--- src/rtl/traffic_phase_timer_if.sv ---
// -----------------------------------------------------------------------------
// traffic_phase_timer_if
// Signal bundle between the traffic light FSM side (master) and the phase
// timer (slave).
//   en              master->slave  system enable
//   light_cnt_init  master->slave  one-hot load code (100 G, 010 Y, 001 R)
//   cfg_we/sel/data master->slave  duration register write port
//   last_cnt        slave->master  phase expired
//   cnt             slave->master  remaining ticks
//   cnt_tens/ones   slave->master  BCD digits of cnt
//   tick            slave->master  prescaler pulse
//   err             slave->master  sticky error flag
// -----------------------------------------------------------------------------
interface traffic_phase_timer_if #(
    parameter int CNT_WIDTH = 7
);
    logic                 en;
    logic [2:0]           light_cnt_init;
    logic                 cfg_we;
    logic [1:0]           cfg_sel;
    logic [CNT_WIDTH-1:0] cfg_data;
    logic                 last_cnt;
    logic [CNT_WIDTH-1:0] cnt;
    logic [3:0]           cnt_tens;
    logic [3:0]           cnt_ones;
    logic                 tick;
    logic                 err;

    modport master (
        output en, light_cnt_init, cfg_we, cfg_sel, cfg_data,
        input  last_cnt, cnt, cnt_tens, cnt_ones, tick, err
    );

    modport slave (
        input  en, light_cnt_init, cfg_we, cfg_sel, cfg_data,
        output last_cnt, cnt, cnt_tens, cnt_ones, tick, err
    );
endinterface

--- src/rtl/traffic_phase_timer.sv ---
// -----------------------------------------------------------------------------
// traffic_phase_timer
// Countdown timer companion of the traffic light FSM. Loads the duration of
// the phase requested by the FSM, prescales clk into count ticks, counts down
// and raises last_cnt for one registered state (EXPIRED) so the FSM advances.
// Ports:
//   clk     rising-edge clock
//   rst_n   asynchronous active-low reset
//   bus_if  slave side of traffic_phase_timer_if (control, config, status)
// -----------------------------------------------------------------------------
module traffic_phase_timer #(
    parameter int CLK_DIV   = 50000000,
    parameter int CNT_WIDTH = 7,
    parameter int GREEN_T   = 15,
    parameter int YELLOW_T  = 3,
    parameter int RED_T     = 18
) (
    input  logic                  clk,
    input  logic                  rst_n,
    traffic_phase_timer_if.slave  bus_if
);
    localparam int PS_W = (CLK_DIV > 2) ? $clog2(CLK_DIV) : 1;
    localparam logic [PS_W-1:0] PS_MAX = PS_W'(CLK_DIV - 1);
    localparam logic [CNT_WIDTH-1:0] CNT_MAXV = CNT_WIDTH'(99);
    localparam logic [CNT_WIDTH-1:0] DUR_RST [3] = '{
        CNT_WIDTH'(GREEN_T), CNT_WIDTH'(YELLOW_T), CNT_WIDTH'(RED_T)
    };

    typedef enum logic [1:0] {
        IDLE    = 2'd0,
        RUN     = 2'd1,
        EXPIRED = 2'd2
    } state_t;

    state_t               state_q, state_d;
    logic [CNT_WIDTH-1:0] cnt_q, cnt_d;
    logic [PS_W-1:0]      ps_q, ps_d;
    logic                 err_q, err_d;
    logic [CNT_WIDTH-1:0] dur_q [3];

    logic                 tick_w;
    logic                 code_onehot;
    logic                 code_multi;
    logic                 cfg_ok;
    logic [CNT_WIDTH-1:0] load_val;

    assign tick_w      = (state_q == RUN) && (ps_q == PS_MAX);
    assign code_onehot = (bus_if.light_cnt_init == 3'b100) ||
                         (bus_if.light_cnt_init == 3'b010) ||
                         (bus_if.light_cnt_init == 3'b001);
    assign code_multi  = (bus_if.light_cnt_init != 3'b000) && !code_onehot;
    assign cfg_ok      = (bus_if.cfg_sel != 2'd3) &&
                         (bus_if.cfg_data != '0) &&
                         (bus_if.cfg_data <= CNT_MAXV);

    // Duration lookup uses the registered values, so a write in the same
    // cycle as a load only takes effect at the following load.
    always_comb begin
        load_val = dur_q[0];
        case (bus_if.light_cnt_init)
            3'b010:  load_val = dur_q[1];
            3'b001:  load_val = dur_q[2];
            default: load_val = dur_q[0];
        endcase
    end

    always_comb begin
        state_d = state_q;
        cnt_d   = cnt_q;
        ps_d    = ps_q;
        err_d   = err_q;

        if (bus_if.cfg_we && !cfg_ok) begin
            err_d = 1'b1;
        end

        if (!bus_if.en) begin
            state_d = IDLE;
            cnt_d   = '0;
            ps_d    = '0;
        end else begin
            case (state_q)
                // The FSM's IDLE->GREEN step carries no load code, so the
                // green duration is loaded unconditionally here.
                IDLE: begin
                    state_d = RUN;
                    cnt_d   = dur_q[0];
                    ps_d    = '0;
                end
                RUN, EXPIRED: begin
                    if (code_onehot) begin
                        // Load wins over a coincident tick or expiry.
                        state_d = RUN;
                        cnt_d   = load_val;
                        ps_d    = '0;
                    end else begin
                        if (code_multi) begin
                            err_d = 1'b1;
                        end
                        if (state_q == RUN) begin
                            if (tick_w) begin
                                ps_d = '0;
                                if (cnt_q > CNT_WIDTH'(1)) begin
                                    cnt_d = cnt_q - CNT_WIDTH'(1);
                                end else begin
                                    cnt_d   = '0;
                                    state_d = EXPIRED;
                                end
                            end else begin
                                ps_d = ps_q + PS_W'(1);
                            end
                        end else begin
                            ps_d = '0;
                        end
                    end
                end
                default: begin
                    state_d = IDLE;
                    cnt_d   = '0;
                    ps_d    = '0;
                end
            endcase
        end
    end

    always_ff @(posedge clk or negedge rst_n) begin
        if (!rst_n) begin
            state_q <= IDLE;
            cnt_q   <= '0;
            ps_q    <= '0;
            err_q   <= 1'b0;
        end else begin
            state_q <= state_d;
            cnt_q   <= cnt_d;
            ps_q    <= ps_d;
            err_q   <= err_d;
        end
    end

    always_ff @(posedge clk or negedge rst_n) begin
        if (!rst_n) begin
            dur_q <= DUR_RST;
        end else if (bus_if.cfg_we && cfg_ok) begin
            for (int i = 0; i < 3; i++) begin
                if (bus_if.cfg_sel == 2'(i)) begin
                    dur_q[i] <= bus_if.cfg_data;
                end
            end
        end
    end

    assign bus_if.last_cnt = (state_q == EXPIRED);
    assign bus_if.cnt      = cnt_q;
    assign bus_if.cnt_tens = 4'(cnt_q / CNT_WIDTH'(10));
    assign bus_if.cnt_ones = 4'(cnt_q % CNT_WIDTH'(10));
    assign bus_if.tick     = tick_w;
    assign bus_if.err      = err_q;
endmodule

--- src/flat_wrapper.sv ---
// flat-port wrapper written by rule: the top's interface ports become plain ports
module traffic_phase_timer_flat 
#(
    parameter int CLK_DIV   = 50000000,
    parameter int CNT_WIDTH = 7,
    parameter int GREEN_T   = 15,
    parameter int YELLOW_T  = 3,
    parameter int RED_T     = 18
)
  (clk, rst_n, bus_if_en, bus_if_light_cnt_init, bus_if_cfg_we, bus_if_cfg_sel, bus_if_cfg_data, bus_if_last_cnt, bus_if_cnt, bus_if_cnt_tens, bus_if_cnt_ones, bus_if_tick, bus_if_err);
  traffic_phase_timer_if #(.CNT_WIDTH(CNT_WIDTH)) bus_if_i ();
  input  logic clk;
  input  logic rst_n;
  input wire logic [$bits(bus_if_i.en)-1:0] bus_if_en;
  input wire logic [$bits(bus_if_i.light_cnt_init)-1:0] bus_if_light_cnt_init;
  input wire logic [$bits(bus_if_i.cfg_we)-1:0] bus_if_cfg_we;
  input wire logic [$bits(bus_if_i.cfg_sel)-1:0] bus_if_cfg_sel;
  input wire logic [$bits(bus_if_i.cfg_data)-1:0] bus_if_cfg_data;
  output wire logic [$bits(bus_if_i.last_cnt)-1:0] bus_if_last_cnt;
  output wire logic [$bits(bus_if_i.cnt)-1:0] bus_if_cnt;
  output wire logic [$bits(bus_if_i.cnt_tens)-1:0] bus_if_cnt_tens;
  output wire logic [$bits(bus_if_i.cnt_ones)-1:0] bus_if_cnt_ones;
  output wire logic [$bits(bus_if_i.tick)-1:0] bus_if_tick;
  output wire logic [$bits(bus_if_i.err)-1:0] bus_if_err;
  assign bus_if_i.en = bus_if_en;
  assign bus_if_i.light_cnt_init = bus_if_light_cnt_init;
  assign bus_if_i.cfg_we = bus_if_cfg_we;
  assign bus_if_i.cfg_sel = bus_if_cfg_sel;
  assign bus_if_i.cfg_data = bus_if_cfg_data;
  assign bus_if_last_cnt = bus_if_i.last_cnt;
  assign bus_if_cnt = bus_if_i.cnt;
  assign bus_if_cnt_tens = bus_if_i.cnt_tens;
  assign bus_if_cnt_ones = bus_if_i.cnt_ones;
  assign bus_if_tick = bus_if_i.tick;
  assign bus_if_err = bus_if_i.err;
  traffic_phase_timer #(.CLK_DIV(CLK_DIV), .CNT_WIDTH(CNT_WIDTH), .GREEN_T(GREEN_T), .YELLOW_T(YELLOW_T), .RED_T(RED_T)) u_core (.clk(clk), .rst_n(rst_n), .bus_if(bus_if_i));
endmodule
--- config.mk ---
export PLATFORM = sky130hd
export DESIGN_NAME = traffic_phase_timer_flat
export DESIGN_NICKNAME = d
export VERILOG_FILES = /design/src/rtl/traffic_phase_timer_if.sv /design/src/rtl/traffic_phase_timer.sv /design/src/flat_wrapper.sv
export SDC_FILE = /design/constraint.sdc
export NUM_CORES = 1
export LEC_CHECK = 0
export ABC_AREA = 0
export ABC_CLOCK_PERIOD_IN_PS = 4370
export CELL_PAD_IN_SITES_DETAIL_PLACEMENT = 0
export CELL_PAD_IN_SITES_GLOBAL_PLACEMENT = 1
export CORE_UTILIZATION = 44
export CTS_CLUSTER_SIZE = 20
export DETAILED_ROUTE_END_ITERATION = 8
export PLACE_DENSITY = 0.82
export SETUP_SLACK_MARGIN = 0.5
export SLEW_MARGIN = 5
export SYNTH_ARGS = -nofsm -noshare
export SYNTH_HDL_FRONTEND = slang
export SYNTH_SLANG_ARGS = --single-unit
--- constraint.sdc ---
create_clock -name clk -period 4.37 [get_ports clk]
set_clock_uncertainty 0.2 [all_clocks]
set_input_delay 0.874 -clock clk [delete_from_list [all_inputs] [get_ports clk]]
set_output_delay 0.874 -clock clk [all_outputs]
set_load 0.02 [all_outputs]
# Yosys cells after proc, flatten, opt, wreduce, memory -nomap -nowiden
# Cells that the tools add are included.
# classes
n_addsub,2
eq_ne,12
mux,23
reduce_logical,20
magnitude_cmp,2
div,2
# op_table
op,n
26-bit two-way mux,5
7-bit two-way mux,5
7-bit one-hot mux with 2 select lines,2
26-bit by 1-bit adder with 26-bit output (second input constant),1
26-bit == test (second input constant),1
2-bit two-way mux,5
4-bit by 3-bit inequality test with 1-bit output (second input constant),2
2-bit AND reduction,4
7-bit by 4-bit divider with 7-bit output (second input constant),1
7-bit by 1-bit > comparator with 1-bit output (second input constant),1
7-bit <= comparator (second input constant),1
7-bit by 4-bit modulo with 7-bit output (second input constant),1
7-bit nonzero test,1
7-bit by 1-bit subtractor with 7-bit output (second input constant),1
1-bit logical AND,6
1-bit two-way mux,5
2-bit by 1-bit == test with 1-bit output (second input constant),2
2-bit == test (second input constant),2
2-bit logical NOT,2
4-bit by 2-bit inequality test with 1-bit output (second input constant),1
2-bit one-hot mux with 2 select lines,1
3-bit by 1-bit == test with 1-bit output (second input constant),1
3-bit by 2-bit == test with 1-bit output (second input constant),1
3-bit == test (second input constant),1
other kinds (6),8
# word_totals
register_bits,57
out_inout_bits,18
in_bits,16

# Longest topological paths before layout
# depth
word_depth,10
depth_mapped,10

# Worst setup path after synthesis
# No wires, ideal clock.
# synth_path
path_kind,register to output
start,reg u_core.cnt_q[2] (netlist: u_core.bus_if.cnt[2])
end,out bus_if_cnt_ones[2]
slack_ps,-460
t_required_ps,3296
arrival_time_ps,3756
path_stages_with_launch,11
cell_sequence,dfrtp_1 clkbuf_1 nor2_1 a221o_1 a222oi_1 xnor2_1 ha_1 o32ai_1 o21ai_0 a32oi_1 mux2i_1
# synth_between
elab_chain_len,1
# synth_lines
element,line,text
start: declaration,traffic_phase_timer.sv:36,"logic [CNT_WIDTH-1:0] cnt_q, cnt_d;"
start signal: assignment,traffic_phase_timer.sv:134,cnt_q <= cnt_d;
7-bit by 4-bit modulo with 7-bit output,traffic_phase_timer.sv:155,assign bus_if.cnt_ones = 4'(cnt_q % CNT_WIDTH'(10));
end: declaration,flat_wrapper.sv:22,output wire logic [$bits(bus_if_i.cnt_ones)-1:0] bus_if_cnt_ones;
# Every way passes these cells.

# Final worst setup path
# layout_path
start,reg u_core.cnt_q[6] (netlist: u_core.bus_if.cnt[6])
end,out bus_if_cnt_ones[2]
# The elaborated chain is that of the path after synthesis.

==> impl_metrics.yaml <==
yosys:
  synth_seq_cells: 57
  netlist_top_cells_area: "dfrtp_1 (36%), dfstp_2 (6.2%), mux2_2 (6.0%)"
  synth-edff-count: 0
  synth_top_area_cell: "dfrtp_1"
  syn_nets: 375
  ys_seq_area_share_pct: 42.4
  netlist.area_leader.share_pct: 36.2
  netlist_area_um2: 3390
  netlist_instances: 349
  yosys_warnings: 0
  synthFlopType: "dfrtp_1"
  synth_area_per_cell_um2: 9.70
  ys_types: 60
  async_reset_ff_share_pct: 100
place:
  dp.cells: 481
  placed_cell_area_um2: 3910
  gp_congestion: 0.856
  port-buffer-count: 33
  dpl.hpwl_mm: 5.49
critical_path:
  timing.critical_path.mode_cell: "buf_6"
  crit_required_ns: 3.30
  path_class: "flop to output pin"
  start_kind: "flop"
  path_buf_inv: 4
  crit_arrival_ns: 3.01
  crit_path_max_incr_delay_ns: 0.45
  path_cells: "nor2b_4 -> a221o_1 -> a222oi_1 -> buf_4 -> xnor2_4 -> ha_4 -> buf_6 -> a21oi_4 -> a21oi_2 -> a32oi_4 -> buf_6 -> mux2i_4 -> buf_6"
  crit_slowest_cell: "dfrtp_2"
  end_kind: "output pin"
  path_max_fanout: 4
  path_delay_family: "compound AO/OA/AOI/OAI gates"
sta:
  tightest_slew_ns: 0.930
  whs_ns: 0.297
  setup_violations: 0
  min_period_over_period_pct: 93.4
  fin_setup_tns_ns: 0
  fmax_ghz: 0.245
  max_slew_margin_pct: 37.5
  finalHoldViolCount: 0
  rsz0062_at_grt: "true"
  fin_crit_ns: 4.08
  slew_violations: 0
cells_and_area:
  multiInputGateArea_um2: 1940
  final_util_pct: 57.8
  n_antenna_cell: 0
  register_area_um2: 1440
  nFillCells: 637
  drive_gt1_share_pct: 22.5
  nets: 426
  synthToLayoutAreaGrowth_pct: 25.1
  post-route-cell-area_um2: 4240
  stdcell_count: 504
route:
  wire_per_inst_um: 15.3
  wirelength_mm: 7.70
  drt_first_pass_iters: 4
  route.detailed.drc: 0
  drt_iter0_drc: 175
  ant_nets: 0
  vias: 2837
  drt-vias-per-instance: 5.63
pwr:
  p_leak_nw: 1.68
  ir_drop_uv: 247
  powerDensity_nw_per_um2: 473
cts:
  cts.sinks: 57
  cts_tree: "done"
  cts_made_buffers: 9
  htreeDepth: 3
  cts.clk_slew.worst_paths_ns: 0.07
  cts_root_buffer: "clkbuf_8"
  cts.path.max_buffers: 2
  clock_latency_ns: 0.34
die:
  start_util_pct: 46.2
  io_pins: 34
  die-area_um2: 8050
  die_h_um: 89.7
  core_area_um2: 7330
  rows: 31
  die_w_um: 89.7
global_route:
  grt_pass1_wl_mm: 13.1
  grt_usage_pct: 20.1
  overflow: 0
  grt_max_degree: 37
  antenna_found_initial: 0
  grt_pass1_vias: 2704
run_status:
  status: "finished clean"
job:
  cap_viol_max_count: 0
hold_path:
  hold_path_class: "flop to flop"
-- repair_timing --
item / in CTS / in global routing
pin swaps: 6 / 4
buffers inserted: 7 / 0
resized for setup: 26 / 10
hold buffers: 0 / 0
setup endpoints to repair: 4 / 4
-- final cells by class --
class	instances	share of cell area (%)
clock buffer	12	3.66
timing repair buffer	53	11.2
clock inverter	4	1.21
inverter	14	1.24
sequential	57	34.0
tap	99	2.92
multi-input combinational	265	45.7
-- worst paths after layout --
path                                           start  depth (start not counted)                   end  slack (ns)
worst max-delay path            u_core.bus_if.cnt[6]                         13    bus_if_cnt_ones[2]        0.29
worst max register to register        u_core.ps_q[8]                          5  u_core.bus_if.cnt[4]        1.81
worst min register to register        u_core.ps_q[0]                          1        u_core.ps_q[0]        0.30
worst min-delay path                  u_core.ps_q[0]                          1        u_core.ps_q[0]        0.30
min in group asynchronous                      rst_n                          1        u_core.ps_q[4]        0.41
max in group asynchronous                      rst_n                          2      u_core.dur_q[14]        2.71
-- through the flow --
stage / total power, mW / setup slack (ns)
global route: 2.11 / 0.133
detailed placement: 1.38 / 0.0941
CTS: 1.96 / 0.274
global placement: 1.37 / 0.154
finish: 2.00 / 0.291
floorplan: 1.13 / -0.112
-- cells in the final DEF, fill, tap and decap left out, types with 2 or more instances in the layout --
master / synthesis / routed
xor2_1: 15 / 15
ha_1: 10 / 9
nor2b_1: 7 / 5
o31ai_1: 3 / 3
buf_2: 2 / 3
a211oi_1: 3 / 3
xnor2_1: 12 / 10
a221oi_1: 3 / 3
buf_6: 3 / 4
mux2_1: 3 / 3
dfrtp_2: 0 / 4
or4_1: 4 / 4
and2_1: 2 / 2
clkbuf_8: 0 / 11
dfrtp_1: 49 / 45
dfstp_2: 8 / 8
mux2_2: 18 / 18
mux2i_1: 4 / 3
a31oi_1: 6 / 6
a21oi_1: 14 / 12
inv_1: 14 / 13
o22ai_1: 8 / 7
nand2b_1: 6 / 6
nor3_1: 9 / 9
nand3_1: 12 / 12
and3_1: 7 / 7
nand2_1: 18 / 18
nor2b_4: 0 / 2
nor2_1: 45 / 45
o21ai_0: 9 / 8
a22oi_1: 6 / 6
nor3b_1: 2 / 2
o21a_1: 2 / 2
buf_4: 1 / 18
and4_1: 2 / 2
clkdlybuf4s50_1: 0 / 28
a21o_1: 3 / 3
nand4_1: 8 / 8
-- cells by family (layout without fill, tap and decap cells) --
| logic type | after synthesis | after routing | share of synthesized area (%) |
|---|---|---|---|
| fa+ha+maj | 10 | 10 | 3.70 |
| buf+inv | 27 | 83 | 3.88 |
| flops | 57 | 57 | 42.4 |
| xor+xnor | 27 | 27 | 6.98 |
| simple gates | 131 | 131 | 20.2 |
| mux | 25 | 25 | 8.17 |
| compound gates | 72 | 72 | 14.6 |
-- state kept, by name, indices dropped and copies added, names as in the netlist --
signal / flops
u_core.ps_q: 26
u_core.dur_q: 21
u_core.state_q: 2
u_core.bus_if.err: 1
u_core.bus_if.cnt: 7
-- routing by layer --
layer  GRT usage (%)  vias up  share of wire [%]
met5               0        -                  0
met4            7.51        0                1.6
met3            5.08       12                4.3
met2            30.3       76                 47
met1            27.8     1379                 47
li1                -     1370                  -
-- cell usage after synthesis (all sizes together) (2+ instances only) --
| cell | number |
|---|---|
| o21ai | 10 |
| nand4 | 8 |
| nor2 | 46 |
| nor3b | 2 |
| xor2 | 15 |
| inv | 14 |
| a31oi | 6 |
| ha | 10 |
| mux2i | 4 |
| and4 | 2 |
| mux2 | 21 |
| dfrtp | 49 |
| nor3 | 10 |
| a22oi | 6 |
| nand3 | 12 |
| o21a | 2 |
| nor2b | 7 |
| a21o | 3 |
| a21oi | 14 |
| buf | 6 |
| a221oi | 3 |
| and3 | 7 |
| clkbuf | 7 |
| nand2 | 19 |
| o22ai | 8 |
| dfstp | 8 |
| o31ai | 3 |
| xnor2 | 12 |
| a211oi | 3 |
| or4 | 5 |
| nand2b | 6 |
| and2 | 2 |
-- power breakdown --
part,internal (mW),switching [mW],leakage [nW]
clock network,0.295,0.214,0.103
registers,0.600,0.0516,0.724
logic,0.422,0.421,0.857
total,1.32,0.687,1.68
(Power assumes the default switching activity.)
